`src/rtl/countdown_timer_bcd_if.sv`:
```
// Control, preset and display/buzzer signals of the MM:SS countdown timer.
// The controller side is the master; the timer itself is the slave.
interface countdown_timer_bcd_if;
  logic       tick;
  logic       load;
  logic [3:0] load_min_t;
  logic [3:0] load_min_u;
  logic [3:0] load_sec_t;
  logic [3:0] load_sec_u;
  logic       start;
  logic       stop;
  logic       clear;
  logic [3:0] min_t;
  logic [3:0] min_u;
  logic [3:0] sec_t;
  logic [3:0] sec_u;
  logic       running;
  logic       done;
  logic       beep;

  modport master (
    output tick, load, load_min_t, load_min_u, load_sec_t, load_sec_u,
           start, stop, clear,
    input  min_t, min_u, sec_t, sec_u, running, done, beep
  );

  modport slave (
    input  tick, load, load_min_t, load_min_u, load_sec_t, load_sec_u,
           start, stop, clear,
    output min_t, min_u, sec_t, sec_u, running, done, beep
  );
endinterface

```
`src/rtl/countdown_timer_bcd.sv`:
```
// MM:SS BCD down-counter with pause/resume and a timed alarm window at 00:00.
// Priority each cycle: clear > load > start/stop > tick.
module countdown_timer_bcd #(
  parameter int BEEP_SECS = 10
) (
  input  logic                 clk,
  input  logic                 rst_n,
  countdown_timer_bcd_if.slave bus
);

  typedef enum logic [1:0] {IDLE, RUN, PAUSE, ALARM} state_t;

  localparam logic [5:0] BEEP_LIMIT = 6'(BEEP_SECS);

  state_t     state, state_nx;
  logic [3:0] min_t, min_u, sec_t, sec_u;
  logic [3:0] min_t_nx, min_u_nx, sec_t_nx, sec_u_nx;
  logic [5:0] beep_cnt, beep_cnt_nx;

  logic [3:0] min_t_dec, min_u_dec, sec_t_dec, sec_u_dec;
  logic       borrow_su, borrow_st, borrow_mu;
  logic       load_legal, count_zero, dec_zero;
  logic [5:0] beep_cnt_inc;

  always_ff @(posedge clk or negedge rst_n) begin
    if (!rst_n) begin
      state    <= IDLE;
      min_t    <= 4'd0;
      min_u    <= 4'd0;
      sec_t    <= 4'd0;
      sec_u    <= 4'd0;
      beep_cnt <= 6'd0;
    end else begin
      state    <= state_nx;
      min_t    <= min_t_nx;
      min_u    <= min_u_nx;
      sec_t    <= sec_t_nx;
      sec_u    <= sec_u_nx;
      beep_cnt <= beep_cnt_nx;
    end
  end

  // Borrow chain: each digit wraps to its maximum only when the one below borrows.
  always_comb begin
    borrow_su = (sec_u == 4'd0);
    sec_u_dec = borrow_su ? 4'd9 : sec_u - 4'd1;
    borrow_st = borrow_su && (sec_t == 4'd0);
    sec_t_dec = borrow_su ? ((sec_t == 4'd0) ? 4'd5 : sec_t - 4'd1) : sec_t;
    borrow_mu = borrow_st && (min_u == 4'd0);
    min_u_dec = borrow_st ? ((min_u == 4'd0) ? 4'd9 : min_u - 4'd1) : min_u;
    min_t_dec = borrow_mu ? min_t - 4'd1 : min_t;
  end

  always_comb begin
    state_nx    = state;
    min_t_nx    = min_t;
    min_u_nx    = min_u;
    sec_t_nx    = sec_t;
    sec_u_nx    = sec_u;
    beep_cnt_nx = beep_cnt;

    load_legal   = (bus.load_min_t <= 4'd5) && (bus.load_min_u <= 4'd9) &&
                   (bus.load_sec_t <= 4'd5) && (bus.load_sec_u <= 4'd9);
    count_zero   = ({min_t, min_u, sec_t, sec_u} == 16'd0);
    dec_zero     = ({min_t_dec, min_u_dec, sec_t_dec, sec_u_dec} == 16'd0);
    beep_cnt_inc = beep_cnt + 6'd1;

    if (bus.clear) begin
      state_nx    = IDLE;
      min_t_nx    = 4'd0;
      min_u_nx    = 4'd0;
      sec_t_nx    = 4'd0;
      sec_u_nx    = 4'd0;
      beep_cnt_nx = 6'd0;
    end else if (bus.load && (state == IDLE || state == PAUSE)) begin
      if (load_legal) begin
        min_t_nx = bus.load_min_t;
        min_u_nx = bus.load_min_u;
        sec_t_nx = bus.load_sec_t;
        sec_u_nx = bus.load_sec_u;
      end
    end else begin
      unique case (state)
        IDLE, PAUSE: begin
          if (bus.start && !bus.stop && !count_zero) state_nx = RUN;
        end
        RUN: begin
          if (bus.stop && !bus.start) begin
            state_nx = PAUSE;
          end else if (bus.tick) begin
            min_t_nx = min_t_dec;
            min_u_nx = min_u_dec;
            sec_t_nx = sec_t_dec;
            sec_u_nx = sec_u_dec;
            if (dec_zero) begin
              state_nx    = ALARM;
              beep_cnt_nx = 6'd0;
            end
          end
        end
        ALARM: begin
          if (bus.start || bus.stop) begin
            state_nx    = IDLE;
            beep_cnt_nx = 6'd0;
          end else if (bus.tick) begin
            beep_cnt_nx = beep_cnt_inc;
            if (beep_cnt_inc == BEEP_LIMIT) state_nx = IDLE;
          end
        end
        default: state_nx = IDLE;
      endcase
    end
  end

  always_comb begin
    bus.min_t   = min_t;
    bus.min_u   = min_u;
    bus.sec_t   = sec_t;
    bus.sec_u   = sec_u;
    bus.running = (state == RUN);
    bus.done    = (state == ALARM);
    bus.beep    = (state == ALARM);
  end

endmodule

```
`src/flat_wrapper.sv`:
```
// flat-port wrapper written by rule: the top's interface ports become plain ports
module countdown_timer_bcd_flat 
#(
  parameter int BEEP_SECS = 10
)
  (clk, rst_n, bus_tick, bus_load, bus_load_min_t, bus_load_min_u, bus_load_sec_t, bus_load_sec_u, bus_start, bus_stop, bus_clear, bus_min_t, bus_min_u, bus_sec_t, bus_sec_u, bus_running, bus_done, bus_beep);
  countdown_timer_bcd_if bus_i ();
  input  logic clk;
  input  logic rst_n;
  input wire logic [$bits(bus_i.tick)-1:0] bus_tick;
  input wire logic [$bits(bus_i.load)-1:0] bus_load;
  input wire logic [$bits(bus_i.load_min_t)-1:0] bus_load_min_t;
  input wire logic [$bits(bus_i.load_min_u)-1:0] bus_load_min_u;
  input wire logic [$bits(bus_i.load_sec_t)-1:0] bus_load_sec_t;
  input wire logic [$bits(bus_i.load_sec_u)-1:0] bus_load_sec_u;
  input wire logic [$bits(bus_i.start)-1:0] bus_start;
  input wire logic [$bits(bus_i.stop)-1:0] bus_stop;
  input wire logic [$bits(bus_i.clear)-1:0] bus_clear;
  output wire logic [$bits(bus_i.min_t)-1:0] bus_min_t;
  output wire logic [$bits(bus_i.min_u)-1:0] bus_min_u;
  output wire logic [$bits(bus_i.sec_t)-1:0] bus_sec_t;
  output wire logic [$bits(bus_i.sec_u)-1:0] bus_sec_u;
  output wire logic [$bits(bus_i.running)-1:0] bus_running;
  output wire logic [$bits(bus_i.done)-1:0] bus_done;
  output wire logic [$bits(bus_i.beep)-1:0] bus_beep;
  assign bus_i.tick = bus_tick;
  assign bus_i.load = bus_load;
  assign bus_i.load_min_t = bus_load_min_t;
  assign bus_i.load_min_u = bus_load_min_u;
  assign bus_i.load_sec_t = bus_load_sec_t;
  assign bus_i.load_sec_u = bus_load_sec_u;
  assign bus_i.start = bus_start;
  assign bus_i.stop = bus_stop;
  assign bus_i.clear = bus_clear;
  assign bus_min_t = bus_i.min_t;
  assign bus_min_u = bus_i.min_u;
  assign bus_sec_t = bus_i.sec_t;
  assign bus_sec_u = bus_i.sec_u;
  assign bus_running = bus_i.running;
  assign bus_done = bus_i.done;
  assign bus_beep = bus_i.beep;
  countdown_timer_bcd #(.BEEP_SECS(BEEP_SECS)) u_core (.clk(clk), .rst_n(rst_n), .bus(bus_i));
endmodule
```
`config.mk`:
```
export PLATFORM = sky130hd
export DESIGN_NAME = countdown_timer_bcd_flat
export DESIGN_NICKNAME = d
export VERILOG_FILES = /design/src/rtl/countdown_timer_bcd_if.sv /design/src/rtl/countdown_timer_bcd.sv /design/src/flat_wrapper.sv
export SDC_FILE = /design/constraint.sdc
export NUM_CORES = 1
export LEC_CHECK = 0
export ABC_CLOCK_PERIOD_IN_PS = 1900
export CORE_ASPECT_RATIO = 0.8
export CORE_MARGIN = 4
export CORE_UTILIZATION = 40
export DETAILED_ROUTE_END_ITERATION = 12
export HOLD_SLACK_MARGIN = 0.1
export PLACE_DENSITY = 0.7
export SLEW_MARGIN = 15
export SYNTH_ARGS = -nofsm -noshare
export SYNTH_HDL_FRONTEND = slang
export SYNTH_SLANG_ARGS = --single-unit
```
`constraint.sdc`:
```
create_clock -name clk -period 1.9 [get_ports clk]
set_clock_uncertainty 0.15 [all_clocks]
set_input_delay 0.38 -clock clk [delete_from_list [all_inputs] [get_ports clk]]
set_output_delay 0.38 -clock clk [all_outputs]
set_load 0.03 [all_outputs]
```
==> metrics.txt, run 1 <==
Pleak=1.213 nW; overall via count from detail_route=about 1900; All-Layer GR Usage=0.2091; Final Hold Vio Count=0; cell area after synthesis=1663 sq um; met3 WL=348 um; switching pwr=971.0 uW; Root Driver=clkbuf_8; failing checks=setup timing; max_cap viols=0; Combinational Power Share=0.519; Die X=80.09 um; Worst Path Max Fanout=6; register area=608.1 sq um; Worst EP arrival=1.94 ns; worst min path class=input port to asynchronous set/reset pin; Relative slew margins=0.7012; syn_nets=226; area of the multi-input gates=1091 sq um; total gr overflow=0; Ports=between 40 and 50; ys async rst share=1.000; Worst Path Required=1.92 ns; Num Clock Sinks=24; sequential share of the synthesized area=0.3612; CTS tree=done; starting density of the core=0.4260; vias per inst=5.627; Clock Power Share=0.188; Yosys reg bits=24; Worst-Margin Slew=0.4473 ns; ANT nets after route=0; clock-pin slew on the worst setup and hold paths=0.09 ns; initial antenna violation count=0; EDFF count, synth=0; synth warn=0; Syn Inst Count=roughly 200; Max Clock Freq=0.5213 GHz; setup tns final=-0.03507 ns; post-layout min period=1.918 ns; die area=around 5300 sq um; hold-fix buffers at CTS=0; critical path endpoint category=register; first drt pass iteration count=4; setup violators final=2; final max-slew violation count=0; VDD IR max=~0.00055 V; vias in the first global route=1861; placed cells=330; met2 wire length=~2.5 mm; Core Rows=20; synth-to-layout area growth=61.32%; total power=approximately 2.4 mW; pin count of the biggest net entering global routing=25; clk buf depth=2; die height=approximately 66 um; ys flop type=dfrtp_1; I/O Buffers=approximately 40; total core area=3904 sq um; H-tree levels=1; hpwl dp=just under 4 mm; first-pass GRT wire length=8.735 mm; Critical Path Source Type=register; Syn Area/Cell=~8.4 sq um; Worst Slack Setup Final=-0.01821 ns; part of the power in registers=0.293; initial detailed-routing violation count=177; Yosys cell types=56; PwrDens=907.3 nW/um^2; status=finished with violations; cts bufs inserted=3; n_diodes=0; worst-skew pair later-pin latency=~0.27 ns; Setup WS pre-CTS=-0.3181 ns; top routing layer in use=met4; DRC viols=0; unrepaired setup endpoints after global routing=true; GP Congestion=0.8574; Nets=316; Final Non-Filler Cells=around 340; P_int=1.463 mW; share of post-route cells with drive strength above 1=0.3056; number of fill cells=324; Routed WL=5.396 mm; DR WL/cell=15.73 um; post-route clock period utilization=1.010; critical path class=register to register; met1 WL=2.538 mm; Net Sw Frac=0.3990
==> layout make-up <==
cell class                 count  area share
tap                           55     0.02565
clock inverter                 1     0.01119
multi-input combinational    154      0.4067
clock buffer                   3     0.01539
sequential                    24      0.2267
timing repair buffer          93      0.2962
inverter                      13     0.01819
==> kinds of logic after synthesis <==
logic type               share of synthesized area
AO/OA/AOI/OAI                               0.3093
buffers and inverters                      0.05041
multiplexers                              0.006020
AND/OR/NAND/NOR                             0.2378
adder cells (fa/ha/maj)                    0.03010
XOR/XNOR                                  0.005268
flip-flops                                  0.3612
==> cells in the final DEF, fill, tap and decap left out, drive strengths merged, types with 2 or more instances in the layout <==
cell type / count
a2bb2oi: 2
dlygate4sd2: 19
a31oi: 2
and4: 2
dlymetal6s2s: 2
ha: 4
clkbuf: 3
o2bb2ai: 2
clkdlybuf4s50: 20
nand3: 8
inv: 13
nor2: 18
nor2b: 2
or4: 2
o211ai: 2
nand2b: 3
nor4: 5
buf: 52
o21a: 2
nand4: 3
a22o: 2
dfrtp: 24
a32oi: 3
nor3b: 3
or2: 3
a22oi: 5
o21ai: 28
o22ai: 6
o21bai: 2
nand2: 11
nor3: 5
a21oi: 9
==> sequential cells by signal (all words and copies together) (netlist names) <==
signal            cells
u_core.state          2
u_core.bus.sec_u      4
u_core.bus.sec_t      4
u_core.bus.min_t      4
u_core.bus.min_u      4
u_core.beep_cnt       6
==> synth_stat cells (2+ instances only) <==
cell type,n,area share
o22ai_1,6,0.023
or2_1,2,0.0075
a22o_1,2,0.011
nand4_1,2,0.0075
nor4_1,3,0.011
nand2_1,11,0.025
nand3_1,8,0.024
o21bai_1,2,0.0090
dfrtp_1,24,0.36
nor2b_1,2,0.0075
o21a_1,2,0.0090
nor3b_1,3,0.014
inv_1,13,0.029
o211ai_1,2,0.0090
o2bb2ai_1,2,0.011
nor3_1,5,0.015
a21oi_1,9,0.027
or4_1,2,0.0090
nor2_1,18,0.041
ha_1,4,0.030
a31oi_1,2,0.0075
a22oi_1,5,0.023
clkbuf_1,6,0.014
nand2b_1,3,0.011
o21ai_0,27,0.081
a2bb2oi_1,2,0.011
a32oi_1,3,0.016
==> worst max-delay path, cell delays in order (launching register included) <==
cell and delay [ns]:
dfrtp_2 0.47, nor4_4 0.34, and4_1 0.28, and4_4 0.26, o21ai_0 0.10, a22o_1 0.23
==> routing by layer <==
| layer | GRT usage | vias up |
|---|---|---|
| met3 | 0.04110 | 9 |
| met2 | 0.3264 | 85 |
| met5 | 0 | - |
| met4 | 0.04430 | 0 |
| li1 | - | 930 |
| met1 | 0.2991 | 906 |
==> timing repair <==
item                       in CTS  in global routing
buffers inserted                5                  3
setup endpoints to repair      32                 22
gates resized for setup        26                 29
gates cloned                    0                  1
pin swaps                       7                  8
==> per-stage QoR <==
stage	utilization	area, sq um	hold WS [ns]
2_1_floorplan	-	1689	-0.06559
3_3_place_gp	0.6304	2461	0.3591
3_5_place_dp	0.6304	2461	0.3594
4_1_cts	0.6590	2572	0.3265
5_1_grt	0.6872	2683	0.3638
6_report	0.6872	2683	0.3124
==> power groups by stage <==
stage	Sequential, mW	Clock, mW	Combinational (mW)
3_3_place_gp	0.704	0	1.16
3_5_place_dp	0.705	0	1.18
4_1_cts	0.703	0.465	1.18
6_report	0.713	0.459	1.26
2_1_floorplan	0.869	0	0.457
5_1_grt	0.729	0.488	1.37
==> final timing paths <==
check | start | to | slack [ns] | depth (start not counted)
min | rst_n | u_core.bus.min_u[2] | 0.31 | 2
min in group clk | u_core.beep_cnt[5] | u_core.beep_cnt[5] | 0.38 | 1
min reg2reg | u_core.beep_cnt[5] | u_core.beep_cnt[5] | 0.38 | 1
max | u_core.bus.sec_t[3] | u_core.beep_cnt[4] | -0.02 | 5
max reg2reg | u_core.bus.sec_t[3] | u_core.beep_cnt[4] | -0.02 | 5
max in group asynchronous | rst_n | u_core.bus.min_u[0] | 1.03 | 2
No activity file was read; power rests on OpenSTA's default activity.
==> run 2: changes to the inputs <==
- CTS_CLUSTER_SIZE: default -> 12
==> results of run 2 <==
Same layout as run 1: the final DEF is identical, and so are final timing and power.
==> run 3: changes to the inputs <==
- CTS_CLUSTER_DIAMETER: default -> 120
==> results of run 3 <==
Same layout as run 1: the final DEF is identical, and so are final timing and power.
